### config.mk
export PLATFORM = sky130hd
export DESIGN_NAME = ifa_mem_target
export DESIGN_NICKNAME = d
export VERILOG_FILES = /design/src/rtl/ifa_mem_target.sv
export SDC_FILE = /design/constraint.sdc
export NUM_CORES = 1
export LEC_CHECK = 0
export CAP_MARGIN = 20
export CORE_MARGIN = 5
export CORE_UTILIZATION = 60
export DETAILED_ROUTE_END_ITERATION = 7
export HOLD_SLACK_MARGIN = 0.15
export MAX_ROUTING_LAYER = met4
export PLACE_DENSITY = 0.77
export SYNTH_ARGS = -nofsm -noshare
export SYNTH_HDL_FRONTEND = slang
export SYNTH_SLANG_ARGS = --single-unit
### constraint.sdc
create_clock -name i_clk -period 13.2 [get_ports i_clk]
set_input_delay 1.32 -clock i_clk [delete_from_list [all_inputs] [get_ports i_clk]]
set_output_delay 1.32 -clock i_clk [all_outputs]
set_load 0.05 [all_outputs]
### src/rtl/ifa_mem_target.sv
// ifa bus target: grants the bus, accepts an address phase, inserts
// WAIT_CYCLES wait states, then runs single or BURST_LEN-beat transfers
// against a local byte memory. Addresses >= DEPTH are unmapped and read as 8'hFF.
module ifa_mem_target #(
    parameter int DEPTH       = 16,
    parameter int WAIT_CYCLES = 1,
    parameter int BURST_LEN   = 4
) (
    input  logic       i_clk,
    input  logic       i_rst,
    input  logic       i_req,
    input  logic       i_start,
    input  logic [1:0] i_mode,
    input  logic [7:0] i_addr,
    input  logic [7:0] i_wdata,
    output logic       o_gnt,
    output logic       o_rdy,
    output logic [7:0] o_rdata,
    output logic       o_err
);

    localparam int         AW            = (DEPTH > 1) ? $clog2(DEPTH) : 1;
    localparam logic [8:0] LP_DEPTH      = 9'(DEPTH);
    localparam logic [7:0] LP_WAIT_INIT  = 8'(WAIT_CYCLES - 1);
    localparam logic [7:0] LP_BURST_LAST = 8'(BURST_LEN - 1);

    typedef enum logic [1:0] {
        ST_IDLE  = 2'd0,
        ST_GRANT = 2'd1,
        ST_WAIT  = 2'd2,
        ST_DATA  = 2'd3
    } state_t;

    state_t     r_state;
    state_t     w_state_nxt;
    logic [7:0] r_addr_cur;
    logic [7:0] w_addr_cur_nxt;
    logic [1:0] r_mode;
    logic [1:0] w_mode_nxt;
    logic [7:0] r_wait_cnt;
    logic [7:0] w_wait_cnt_nxt;
    logic [7:0] r_beat_cnt;
    logic [7:0] w_beat_cnt_nxt;
    logic       w_last_beat;
    logic       w_mem_we;
    logic [7:0] w_rd_byte;
    logic [7:0] r_mem [DEPTH];
    logic       r_gnt;
    logic       r_rdy;
    logic [7:0] r_rdata;
    logic       r_err;

    function automatic logic is_mapped(input logic [7:0] a);
        is_mapped = ({1'b0, a} < LP_DEPTH);
    endfunction

    function automatic logic [AW-1:0] mem_idx(input logic [7:0] a);
        mem_idx = a[AW-1:0];
    endfunction

    // Next-state logic: handshake sequencing, address/beat/wait counters.
    always_comb begin
        w_state_nxt    = r_state;
        w_addr_cur_nxt = r_addr_cur;
        w_mode_nxt     = r_mode;
        w_wait_cnt_nxt = r_wait_cnt;
        w_beat_cnt_nxt = r_beat_cnt;
        w_mem_we       = 1'b0;
        w_last_beat    = (r_beat_cnt == (r_mode[1] ? LP_BURST_LAST : 8'd0));
        case (r_state)
            ST_IDLE: begin
                if (i_req) begin
                    w_state_nxt = ST_GRANT;
                end else begin
                    w_state_nxt = ST_IDLE;
                end
            end
            ST_GRANT: begin
                if (!i_req) begin
                    // req loses ownership even if start is asserted alongside it
                    w_state_nxt = ST_IDLE;
                end else if (i_start) begin
                    w_addr_cur_nxt = i_addr;
                    w_mode_nxt     = i_mode;
                    w_beat_cnt_nxt = 8'd0;
                    if (WAIT_CYCLES == 0) begin
                        w_state_nxt = ST_DATA;
                    end else begin
                        w_state_nxt    = ST_WAIT;
                        w_wait_cnt_nxt = LP_WAIT_INIT;
                    end
                end else begin
                    w_state_nxt = ST_GRANT;
                end
            end
            ST_WAIT: begin
                if (r_wait_cnt == 8'd0) begin
                    w_state_nxt = ST_DATA;
                end else begin
                    w_wait_cnt_nxt = r_wait_cnt - 8'd1;
                end
            end
            ST_DATA: begin
                w_mem_we       = r_mode[0] && is_mapped(r_addr_cur);
                w_addr_cur_nxt = r_addr_cur + 8'd1;
                w_beat_cnt_nxt = r_beat_cnt + 8'd1;
                if (w_last_beat) begin
                    w_state_nxt = i_req ? ST_GRANT : ST_IDLE;
                end else begin
                    w_state_nxt = ST_DATA;
                end
            end
            default: begin
                w_state_nxt = ST_IDLE;
            end
        endcase
    end

    // Read data for the beat presented in the next cycle; unmapped reads give 8'hFF.
    always_comb begin
        if (is_mapped(w_addr_cur_nxt)) begin
            w_rd_byte = r_mem[mem_idx(w_addr_cur_nxt)];
        end else begin
            w_rd_byte = 8'hFF;
        end
    end

    // State and counter registers.
    always_ff @(posedge i_clk or posedge i_rst) begin
        if (i_rst) begin
            r_state    <= ST_IDLE;
            r_addr_cur <= 8'h00;
            r_mode     <= 2'b00;
            r_wait_cnt <= 8'd0;
            r_beat_cnt <= 8'd0;
        end else begin
            r_state    <= w_state_nxt;
            r_addr_cur <= w_addr_cur_nxt;
            r_mode     <= w_mode_nxt;
            r_wait_cnt <= w_wait_cnt_nxt;
            r_beat_cnt <= w_beat_cnt_nxt;
        end
    end

    // Output registers, loaded from the state being entered so they align with it.
    always_ff @(posedge i_clk or posedge i_rst) begin
        if (i_rst) begin
            r_gnt   <= 1'b0;
            r_rdy   <= 1'b0;
            r_err   <= 1'b0;
            r_rdata <= 8'h00;
        end else begin
            r_gnt <= (w_state_nxt != ST_IDLE);
            r_rdy <= (w_state_nxt == ST_DATA);
            r_err <= (w_state_nxt == ST_DATA) && !is_mapped(w_addr_cur_nxt);
            if ((w_state_nxt == ST_DATA) && !w_mode_nxt[0]) begin
                r_rdata <= w_rd_byte;
            end
        end
    end

    // Byte memory: written at the end of each mapped write beat.
    always_ff @(posedge i_clk or posedge i_rst) begin
        if (i_rst) begin
            for (int i = 0; i < DEPTH; i++) begin
                r_mem[i] <= 8'h00;
            end
        end else if (w_mem_we) begin
            r_mem[mem_idx(r_addr_cur)] <= i_wdata;
        end
    end

    assign o_gnt   = r_gnt;
    assign o_rdy   = r_rdy;
    assign o_rdata = r_rdata;
    assign o_err   = r_err;

endmodule

# After elaboration in Yosys (flattened, before gate mapping)
# Cells that the tools add are included.
# op_classes
add_sub_neg	3
mul	0
n_div	0
magnitude_cmp	5
eq_ne	8
n_shift	0
mux	26
bitwise	2
reduce_logical	14
# op_table
op	count
$bwmux 128	1
$mux 8	9
$pmux 8 s2	3
$bmux 8 s4	1
$demux 8 s4	1
$add 8x1->8 const B	2
$lt 8x5->1 const B	2
$ge 5x5->1 const B	2
$mux 2	5
$not 4->5	2
$eq 8x2->1	1
$logic_not 8->1	1
$pmux 2 s4	1
$sub 8x1->8 const B	1
$eq 2x2->1 const B	3
$ne 2x2->1 const B	3
$reduce_and 3->1	2
$reduce_bool 2->1	3
$lt 5x1->1 const B	1
$mux 1	5
$logic_and 1x1->1	4
$reduce_and 4->1	1
$eq 2x1->1 const B	1
$logic_not 1->1	2
$logic_not 2->1	1
# word_totals
register_bits	167
latch_bits	0
ramBits	0
mem_bits_ro	0
inputBits	22
out_inout_bits	11
elab_cells	84
n_memories	0

# Logic depth before layout (Yosys ltp)
# logic_depth
word_depth	8
depth_mapped	11
ltp_nobuf	10

# Worst setup path before layout
# Ideal clock, no wire load.
# synth_path
path_type	input to register
from	in i_req
to	reg r_rdata[2], in the netlist o_rdata[2]
setup_ns	0.126
arrival_ns	2.900
required_time_ns	13.074
path_slack_ns	10.174
cell_stages	9
n_path_buf	1
cell_sequence	a21o_2 a21oi_2 nor2_4 inv_2 or3_1 buf_6 a21oi_1 or4_1 o32a_1
# synth_via
elab_chain_cells	7
elab_cells_between_ends	17
classes_between	1 x order compare; 1 x eq/ne; 12 x mux; 1 x bitwise; 2 x reduce/logical
# synth_lines
element	line	source
start, declared	11	input logic i_req,
$mux 8	79	if (!i_req) begin
$pmux 8 s2	70	case (r_state)
$not 4->5 (not written as such)	122	w_rd_byte = r_mem[mem_idx(w_addr_cur_nxt)];
$bmux 8 s4	122	
$mux 8 (not written as such) (2 in series)	122	
$mux 8	121	if (is_mapped(w_addr_cur_nxt)) begin
end signal, assigned	157	r_rdata <= w_rd_byte;
end, declared	50	logic [7:0] r_rdata;
# Several ways; a longest one is shown, not always the timed one. The select of a mux whose other input is x is not followed.
# A chain may end at the register's enable or synchronous reset.

# Worst setup path in the final report
# layout_path
from	in i_req
to	reg r_rdata[0], in the netlist o_rdata[0]
# Same word-level chain as after synthesis.

==> flow_summary.yaml <==
status:
  status: "complete, no violations"
synthesis:
  avgSynthCellArea_um2: 11.4
  synth-seq-cells: 167
  synth_edf_count: 0
  postSynthCellCount: 704
  synth_area_um2: 8010
  synthDistinctLibCells: 62
  synthArstFlopShare_pct: 100
  synth_ff_type: "dfrtp_1"
  yosys_warnings: 0
  ys_seq_area_share_pct: 52.2
  synth.net_count: 733
routing:
  ant_nets: 0
  drtIter0Drc: 614
  viasPerCell: 6.37
  wl_per_cell_um: 21.0
  met3_wirelength_um: 1250
  vias: 5751
  wl_um: 19000
  wl_met1_um: 7920
  met2WireLength_um: 9170
  drt_pass1_iterations: 7
  dr.max_layer_used: "met4"
  drc: 0
floorplanning:
  fp.coreArea_um2: 13100
  die_area_um2: 15800
  start_util_pct: 60.9
  io_pins: 33
  die-height_um: 126
  core.rowCount: 42
  die_w_um: 126
clocking:
  cts_setup_buffers: 0
  cts.sinks: 167
  cts_buffers: 17
  cts_tree: "built"
  cts.htree.levels: 4
  cts_root_buf: "clkbuf_16"
  path_clk_slew_ns: 0.07
  clk-insertion-delay-late_ns: 0.45
  max-clock-path-buffers: 2
  ctsResizeCount: 0
  hold_buffers: 0
critical_path:
  critPathLaunch: "i_req"
  endpoint_kind: "flip-flop"
  criticalPathCategory: "input pin to flip-flop"
  path_max_fanout: 59
  worstPathArrival_ns: 4.77
  worstReg2RegStart: "r_state[1]"
  rr_worst_depth: 9
  worst_r2r_endpoint: "o_rdata[0]"
  r2r_setup_slack_ns: 9.48
  critical_path_required_ns: 13.53
  cp-start-kind: "input pin"
  crit_end: "o_rdata[0]"
timing:
  maxSlewHeadroom_pct: 33.0
  skew_ns: 0.0111
  min_period_ns: 4.44
  setup_viol: 0
  slew_viol_final: 0
  period_share_pct: 33.6
  tns_ns: 0
  timing.hold.ws_ns: 0.505
  worstMarginPinSlew_ns: 1.00
  post-route-worst-setup-slack_ns: 8.76
  finalHoldViolations: 0
  fmax_mhz: 225
  rsz0062_at_grt: "false"
pwr:
  p_leak_nw: 3.78
  p_total_mw: 2.07
  ir_drop_uv: 133
  powerDensity_nw_per_um2: 231
finish:
  seqCellArea_um2: 4180
  multiInputGateArea_um2: 3540
  n_antenna_cell: 0
  final.fill_count: 956
  drive_above_1_share_pct: 26.3
  layout-area-overhead-vs-synth_pct: 12.0
  final_nets: 743
grt:
  grt_max_degree: 102
  grt_pass1_wl_um: 31100
  grt_usage_pct: 25.7
  antenna_found_initial: 0
  grt_pass1_vias: 5966
  grt_remaining_overflow: 0
flow_run:
  maxCapViolCount: 0
hold_path:
  min_path_cells: 1
  hold_class: "flip-flop to flip-flop"
place:
  routabilityCongestion: 0.873
  dpl.hpwl_um: 12200
  place_ws_ns: 8.38
  portBuffers: 32
routing by layer:
| layer | up-vias | track usage, % |
|---|---|---|
| met2 | 250 | 40.6 |
| met3 | 52 | 6.35 |
| met4 | 0 | 9.69 |
| met5 | - | - |
| met1 | 2908 | 32.4 |
| li1 | 2541 | - |
worst min path at each step:
stage	from	endpoint
5_1_grt	r_mem[96]	r_mem[96]
3_3_place_gp	r_mem[48]	r_mem[48]
3_5_place_dp	r_mode[1]	r_mode[1]
6_report	r_mem[56]	r_mem[56]
4_1_cts	r_mem[113]	r_mem[113]
2_1_floorplan	r_mode[1]	r_mode[1]
cells in the final DEF, fill, tap and decap left out, types with 6 or more instances in the layout:
cell type        synthesis  routed
dfrtp_1                167     167
mux2_2                 128     128
nand2_1                110     110
a21oi_1                 58      58
clkdlybuf4s50_1          0      32
nor2_1                  25      25
clkbuf_16                0      17
nand3_1                 13      13
a22o_1                  11      11
inv_1                   10       9
o21ai_0                  9       9
nor4_1                   8       8
ha_1                     7       7
and2_1                   6       6
mux2i_1                  6       6
xor2_1                   6       6
inv_6                    0       6
worst max-delay path, cell delays in order:
cell and delay [ns]:
clkdlybuf4s50_1 0.67, a21o_2 0.23, a21oi_1 0.10, nor2_4 0.12, buf_4 0.57, inv_2 0.56, a2111oi_0 0.70, nor2_1 0.12
o21a_1 0.14, o31a_1 0.23
final cells by class:
| class | instances | share of cell area (%) |
|---|---|---|
| well taps | 176 | 2.46 |
| clock buffers | 17 | 4.74 |
| flip-flops and latches | 167 | 46.6 |
| multi-input cells | 480 | 39.5 |
| repair buffers | 34 | 3.74 |
| inverters | 14 | 0.642 |
| clock inverters | 15 | 2.32 |
stage by stage:
step                util [%]  cells  area (um2)
finish                  68.2    903        8970
global route            68.2    903        8970
CTS                     68.2    903        8970
detailed placement      63.4    871        8330
global placement        63.4    871        8330
floorplan                  -    704        8010
cells by family (layout without fill, tap and decap cells):
| group | count (synthesis) | in the layout | synth area share, % |
|---|---|---|---|
| AOI/OAI and AO/OA | 126 | 126 | 10.5 |
| xor gates and xnor gates | 9 | 9 | 0.985 |
| adders and majority gates | 7 | 7 | 1.09 |
| buffers and inverters | 57 | 80 | 3.56 |
| DFF | 167 | 167 | 52.2 |
| muxes | 137 | 137 | 19.6 |
| and+or+nand+nor | 201 | 201 | 12.1 |
flip-flops by register name (all words and copies together) (netlist names), 2 cells and up:
name        cells
r_mode          2
r_addr_cur      8
r_wait_cnt      8
r_beat_cnt      8
o_rdata         8
r_mem         128
r_state         2
cells in the mapped netlist (6+ instances only):
cell      instances  share of area (%)
inv_1            10               0.47
a22o_1           11                1.2
o21ai_0           9               0.56
dfrtp_1         167                 52
mux2_2          128                 18
ha_1              7                1.1
nor2_1           25                1.2
and2_1            6               0.47
a21oi_1          58                3.6
xor2_1            6               0.66
nand3_1          13               0.81
nand2_1         110                5.2
mux2i_1           6               0.75
nor4_1            8               0.63
clkbuf_1         21               0.98
buf_2            12               0.75
power by group:
| group | total (mW) | leakage (nW) | switching [mW] | internal, mW |
|---|---|---|---|---|
| clock network | 0.533 | 0.304 | 0.227 | 0.306 |
| registers | 0.719 | 1.94 | 0.102 | 0.617 |
| logic | 0.817 | 1.53 | 0.512 | 0.305 |
| total | 2.07 | 3.78 | 0.841 | 1.23 |
Power figures use the tool's default switching activity.
